`src/rtl/banked_reg_bank.sv`:
```
// General-purpose register bank with registered read ports, a user/kernel
// mode bit and a hidden kernel stack pointer swapped in on trap/return.
module banked_reg_bank #(
  parameter int REGISTER_LENGTH   = 32,
  parameter int ADDR_WIDTH        = 32,
  parameter int REG_ADDR_WIDTH    = 4,
  parameter int PC_REGISTER       = 15,
  parameter int SP_REGISTER       = 14,
  parameter int LR_REGISTER       = 13,
  parameter int SAVED_SP_REGISTER = 5,
  parameter int SYSCALL_REGISTER  = 7,
  parameter int SPECREG_LENGTH    = 4,
  parameter int USER_STACK        = 8191,
  parameter int KERNEL_STACK      = 6143,
  parameter int OS_START          = 2048
) (
  input  logic                       clock,
  input  logic                       reset,
  input  logic                       enable,
  input  logic [2:0]                 control,
  input  logic [REG_ADDR_WIDTH-1:0]  register_source_A,
  input  logic [REG_ADDR_WIDTH-1:0]  register_source_B,
  input  logic [REG_ADDR_WIDTH-1:0]  register_Dest,
  input  logic [REGISTER_LENGTH-1:0] ALU_result,
  input  logic [REGISTER_LENGTH-1:0] data_from_memory,
  input  logic [REGISTER_LENGTH-1:0] new_SP,
  input  logic [ADDR_WIDTH-1:0]      new_PC,
  input  logic [SPECREG_LENGTH-1:0]  special_register,
  output logic [REGISTER_LENGTH-1:0] read_data_A,
  output logic [REGISTER_LENGTH-1:0] read_data_B,
  output logic [REGISTER_LENGTH-1:0] memory_output,
  output logic [REGISTER_LENGTH-1:0] current_PC,
  output logic [REGISTER_LENGTH-1:0] current_SP,
  output logic                       kernel_mode,
  output logic                       trap_fault
);

  localparam int NUM_REGS = 2**REG_ADDR_WIDTH;

  localparam logic [REG_ADDR_WIDTH-1:0] PC_IDX  = REG_ADDR_WIDTH'(PC_REGISTER);
  localparam logic [REG_ADDR_WIDTH-1:0] SP_IDX  = REG_ADDR_WIDTH'(SP_REGISTER);
  localparam logic [REG_ADDR_WIDTH-1:0] LR_IDX  = REG_ADDR_WIDTH'(LR_REGISTER);
  localparam logic [REG_ADDR_WIDTH-1:0] SSP_IDX = REG_ADDR_WIDTH'(SAVED_SP_REGISTER);
  localparam logic [REG_ADDR_WIDTH-1:0] SYS_IDX = REG_ADDR_WIDTH'(SYSCALL_REGISTER);

  localparam logic [REGISTER_LENGTH-1:0] USER_SP_INIT   = REGISTER_LENGTH'(USER_STACK);
  localparam logic [REGISTER_LENGTH-1:0] KERNEL_SP_INIT = REGISTER_LENGTH'(KERNEL_STACK);
  localparam logic [REGISTER_LENGTH-1:0] OS_ENTRY       = REGISTER_LENGTH'(OS_START);

  localparam logic [2:0] OP_ALU  = 3'd1;
  localparam logic [2:0] OP_MEM  = 3'd3;
  localparam logic [2:0] OP_TRAP = 3'd4;
  localparam logic [2:0] OP_RET  = 3'd5;
  localparam logic [2:0] OP_SPEC = 3'd6;

  function automatic logic [REGISTER_LENGTH-1:0] zext_pc(input logic [ADDR_WIDTH-1:0] v);
    zext_pc = '0;
    zext_pc[ADDR_WIDTH-1:0] = v;
  endfunction

  function automatic logic [REGISTER_LENGTH-1:0] zext_spec(input logic [SPECREG_LENGTH-1:0] v);
    zext_spec = '0;
    zext_spec[SPECREG_LENGTH-1:0] = v;
  endfunction

  logic [REGISTER_LENGTH-1:0] regs     [NUM_REGS];
  logic [REGISTER_LENGTH-1:0] regs_nxt [NUM_REGS];
  logic [REGISTER_LENGTH-1:0] shadow_sp;
  logic [REGISTER_LENGTH-1:0] shadow_sp_nxt;
  logic                       kernel_mode_nxt;
  logic                       trap_fault_nxt;
  logic                       dest_protected;
  logic [REGISTER_LENGTH-1:0] pc_ext;

  assign dest_protected = (register_Dest == PC_IDX) || (register_Dest == SP_IDX);
  assign pc_ext         = zext_pc(new_PC);

  // Stage p0: next-state computed from pre-edge values only (parallel assignment)
  always_comb begin
    regs_nxt        = regs;
    shadow_sp_nxt   = shadow_sp;
    kernel_mode_nxt = kernel_mode;
    trap_fault_nxt  = 1'b0;
    if (enable) begin
      case (control)
        OP_ALU: begin
          if (!dest_protected) regs_nxt[register_Dest] = ALU_result;
          regs_nxt[PC_IDX] = pc_ext;
        end
        OP_MEM: begin
          if (!dest_protected) regs_nxt[register_Dest] = data_from_memory;
          regs_nxt[SP_IDX] = new_SP;
          regs_nxt[PC_IDX] = pc_ext;
        end
        OP_TRAP: begin
          if (!kernel_mode) begin
            regs_nxt[SSP_IDX] = regs[SP_IDX];
            regs_nxt[LR_IDX]  = regs[PC_IDX];
            regs_nxt[SP_IDX]  = shadow_sp;
            regs_nxt[PC_IDX]  = OS_ENTRY;
            regs_nxt[SYS_IDX] = ALU_result;
            kernel_mode_nxt   = 1'b1;
          end else begin
            regs_nxt[PC_IDX] = pc_ext;
            trap_fault_nxt   = 1'b1;
          end
        end
        OP_RET: begin
          if (kernel_mode) begin
            shadow_sp_nxt    = regs[SP_IDX];
            regs_nxt[SP_IDX] = regs[SSP_IDX];
            regs_nxt[PC_IDX] = regs[LR_IDX];
            kernel_mode_nxt  = 1'b0;
          end else begin
            regs_nxt[PC_IDX] = pc_ext;
            trap_fault_nxt   = 1'b1;
          end
        end
        OP_SPEC: begin
          if (!dest_protected) regs_nxt[register_Dest] = zext_spec(special_register);
          regs_nxt[PC_IDX] = pc_ext;
        end
        default: begin
          regs_nxt[SP_IDX] = new_SP;
          regs_nxt[PC_IDX] = pc_ext;
        end
      endcase
    end
  end

  // Stage p1: architectural state
  always_ff @(posedge clock or posedge reset) begin
    if (reset) begin
      for (int i = 0; i < NUM_REGS; i++) regs[i] <= '0;
      regs[SP_IDX] <= USER_SP_INIT;
      shadow_sp    <= KERNEL_SP_INIT;
      kernel_mode  <= 1'b0;
      trap_fault   <= 1'b0;
    end else begin
      regs        <= regs_nxt;
      shadow_sp   <= shadow_sp_nxt;
      kernel_mode <= kernel_mode_nxt;
      trap_fault  <= trap_fault_nxt;
    end
  end

  // Stage p1: read ports sample post-edge values, giving same-cycle write forwarding
  always_ff @(posedge clock or posedge reset) begin
    if (reset) begin
      read_data_A   <= '0;
      read_data_B   <= '0;
      memory_output <= '0;
    end else begin
      read_data_A   <= regs_nxt[register_source_A];
      read_data_B   <= regs_nxt[register_source_B];
      memory_output <= regs_nxt[register_Dest];
    end
  end

  assign current_PC = regs[PC_IDX];
  assign current_SP = regs[SP_IDX];

endmodule

```
`config.mk`:
```
export PLATFORM = sky130hd
export DESIGN_NAME = banked_reg_bank
export DESIGN_NICKNAME = d
export VERILOG_FILES = /design/src/rtl/banked_reg_bank.sv
export SDC_FILE = /design/constraint.sdc
export NUM_CORES = 2
export LEC_CHECK = 0
export CAP_MARGIN = 20
export CORE_ASPECT_RATIO = 1.4
export CORE_MARGIN = 1.5
export CORE_UTILIZATION = 40
export CTS_CLUSTER_DIAMETER = 60
export CTS_CLUSTER_SIZE = 16
export DETAILED_ROUTE_END_ITERATION = 7
export SLEW_MARGIN = 20
export SYNTH_ARGS = -nofsm -noshare
export SYNTH_HDL_FRONTEND = slang
export SYNTH_SLANG_ARGS = --single-unit
```
`constraint.sdc`:
```
create_clock -name clock -period 24.4 [get_ports clock]
set_input_delay 4.88 -clock clock [delete_from_list [all_inputs] [get_ports clock]]
set_output_delay 4.88 -clock clock [all_outputs]
set_load 0.01 [all_outputs]
```
==> impl_metrics.ini <==
[status]
status = finished with violations
violations = DRC

[sta]
fin_crit_ns = 9.35
relSlewSlack = 0.144
timing.fmax_mhz = 107
fin_setup_tns_ns = 0
rsz0062_at_grt = no
slew_violations = 0
hold_viol_final = 0
setup_viol = 0
fin_skew_ns = 0.0234
period_share = 0.383
tightest_slew_ns = 1.28

[grt]
grt_pass1_vias = 37100
grt_use_total = 0.436
grt_pass1_wl_um = 305000
antenna_found_initial = 19
grt.overflow.total = 0
grt_max_degree = 156

[worst_setup_path]
cp-end-kind = flop
crit_chain = clkdlybuf4s50_1, buf_4, nor2b_4, buf_4, o211ai_4, buf_4, mux2i_1, nor2_1, or4_1, a2111oi_0, o211ai_1
cp.arrival_ns = 9.86
critPathKind = input port to flop
crit_required_ns = 24.91
crit_slowest_cell = buf_4
critPathBufInv = 4
crit_cells = 11
crit_path_max_incr_delay_ns = 0.75
start_kind = input port
cp_common_cell = buf_4
cp_max_fo = 54
crit_family = buffers and inverters
reg2reg_depth = 9

[final_layout]
layout_common_cells = dfrtp_1 (616), nand2_1 (397), inv_1 (390)
area_growth_pct = 14.4
final_area_um2 = 45300
drive_above_1_share = 0.127
final_net_count = 4459
fillers = 9478
final_common_cell = dfrtp_1

[detailed_routing]
first_pass_iters = 8
ant_nets = 0
drt_wl_total_um = 224000
first_iter_violations = 6471
drc_errors = 10
post_drt_wl_per_cell_um = 39.6
drt-vias-per-instance = 6.97
vias = 39400

[floorplan]
rows = 136
io_pins = 312
die_area_um2 = 101000
core_area_um2 = 98200
start_util = 0.404
die_width_um = 269
die_h_um = 375

[synthesis]
yosys.cell_types.count = 92
synth_cells = 4214
mappedNetlistArea_um2 = 39600
synth_warnings = 0
syn-mean-instance-area_um2 = 9.40
synth-edff-count = 0
ys_seq_area_frac = 0.406
synth_top_flop_cell = dfrtp_1
syn-num-nets = 4364
ys_ff_latch = 642
synthArstFlopShare = 1.00

[worst_hold_path]
holdPathStages = 2
hold_class = flop to flop

[flow_run]
drv_cap = 0

[clock_tree]
clk_latency_ns = 0.69
postCtsHoldBufs = 0
h-tree-depth = 2
clock_path_buffers = 3
clock-sinks = 642
post_cts_buffers = 0
cts_resized = 0
clockRootBuffer = clkbuf_16
cts_tree = yes
clk_pin_slew_ns = 0.07
cts_buffers = 52

[pwr]
leakage_uw = 0.0217
clock_power_share = 0.303
vdd_ir_drop_max_uv = 56.8
power_frac_seq = 0.427
switching_power_uw = 1060
p_int_uw = 1880
p_sw_frac = 0.360
powerDensity_nw_per_um2 = 64.7
combPwrFrac = 0.269

[place]
placed_cell_area_um2 = 43700
gp_congestion = 1.04
hpwl_um = 155000
io_buffer_count = 311
## worst reg2reg max path, delay by kind of cell, from the launching register on
kind | cells | cell delay (ns)
buf+inv | 3 | 1.37
simple gates | 1 | 0.23
flops | 1 | 0.82
compound gates | 5 | 2.11
## final timing paths
kind	slack, ns	to	from
max	15.05	memory_output[9]$_DFF_PP0_	control[0]
min	0.46	shadow_sp[6]$_DFFE_PP1P_	shadow_sp[6]$_DFFE_PP1P_
max reg2reg	19.74	read_data_A[15]$_DFF_PP0_	kernel_mode$_DFFE_PP0P_
min reg2reg	0.46	shadow_sp[6]$_DFFE_PP1P_	shadow_sp[6]$_DFFE_PP1P_
max in group asynchronous	16.27	regs[87]$_DFF_PP0_	reset
min in group asynchronous	4.80	read_data_B[3]$_DFF_PP0_	reset
## metal layers
metal	track usage	up-vias	part of all wire
met3	0.169	876	0.15
li1	-	15400	-
met5	0	-	0.00052
met4	0.294	15	0.083
met1	0.561	19400	0.36
met2	0.598	3737	0.40
## power by group through the flow
stage          clock network [uW]  registers (uW)  logic (uW)
2_1_floorplan                   0            1250         417
3_3_place_gp                    0            1270         740
3_5_place_dp                    0            1270         746
4_1_cts                       891            1250         749
5_1_grt                       920            1260         807
6_report                      891            1250         791
## area by class of cell
cell class	count	area, um^2	area share
clock buffers	66	1440	0.0316
flip-flops and latches	642	16100	0.355
multi-input cells	2748	20200	0.445
repair buffers	464	4290	0.0946
inverters	401	1510	0.0334
well taps	1311	1640	0.0362
clock inverters	16	153	0.00337
diodes	12	30.0	0.000662
## cell usage after synthesis, drive strengths merged, types with 90 or more instances
cell type / n / area (um^2)
dfrtp: 617 / 15400
nand2: 401 / 1510
inv: 397 / 1490
nor2: 378 / 1420
mux2i: 309 / 3090
a21oi: 281 / 1410
clkbuf: 217 / 815
buf: 206 / 1190
o21ai: 193 / 966
mux4: 135 / 3040
o22ai: 95 / 594
a221oi: 93 / 815
a22oi: 90 / 676
## logic make-up after synthesis
group                  share of synthesized area
XOR/XNOR                                0.000663
multiplexers                               0.178
buffers and inverters                     0.0886
AND/OR/NAND/NOR                            0.110
AO/OA/AOI/OAI                              0.217
flip-flops                                 0.406
## registers in the layout, indices dropped and copies added, names as in the netlist
register,cells
current_PC,32
memory_output,32
shadow_sp,32
regs,448
read_data_A,32
read_data_B,32
trap_fault,1
current_SP,32
kernel_mode,1
## metrics by stage
stage / util / power, uW / setup slack [ns] / cells / hold slack (ns)
6_report: 0.462 / 2940 / 15.05 / 5660 / 0.463
5_1_grt: 0.462 / 2990 / 15.11 / 5651 / 0.473
4_1_cts: 0.462 / 2890 / 15.23 / 5648 / 0.462
3_5_place_dp: 0.445 / 2010 / 14.56 / 5566 / 0.452
3_3_place_gp: 0.445 / 2010 / 14.29 / 5562 / 0.445
2_1_floorplan: - / 1660 / 1.58 / 4214 / 0.436
Power figures use the tool's default switching activity.
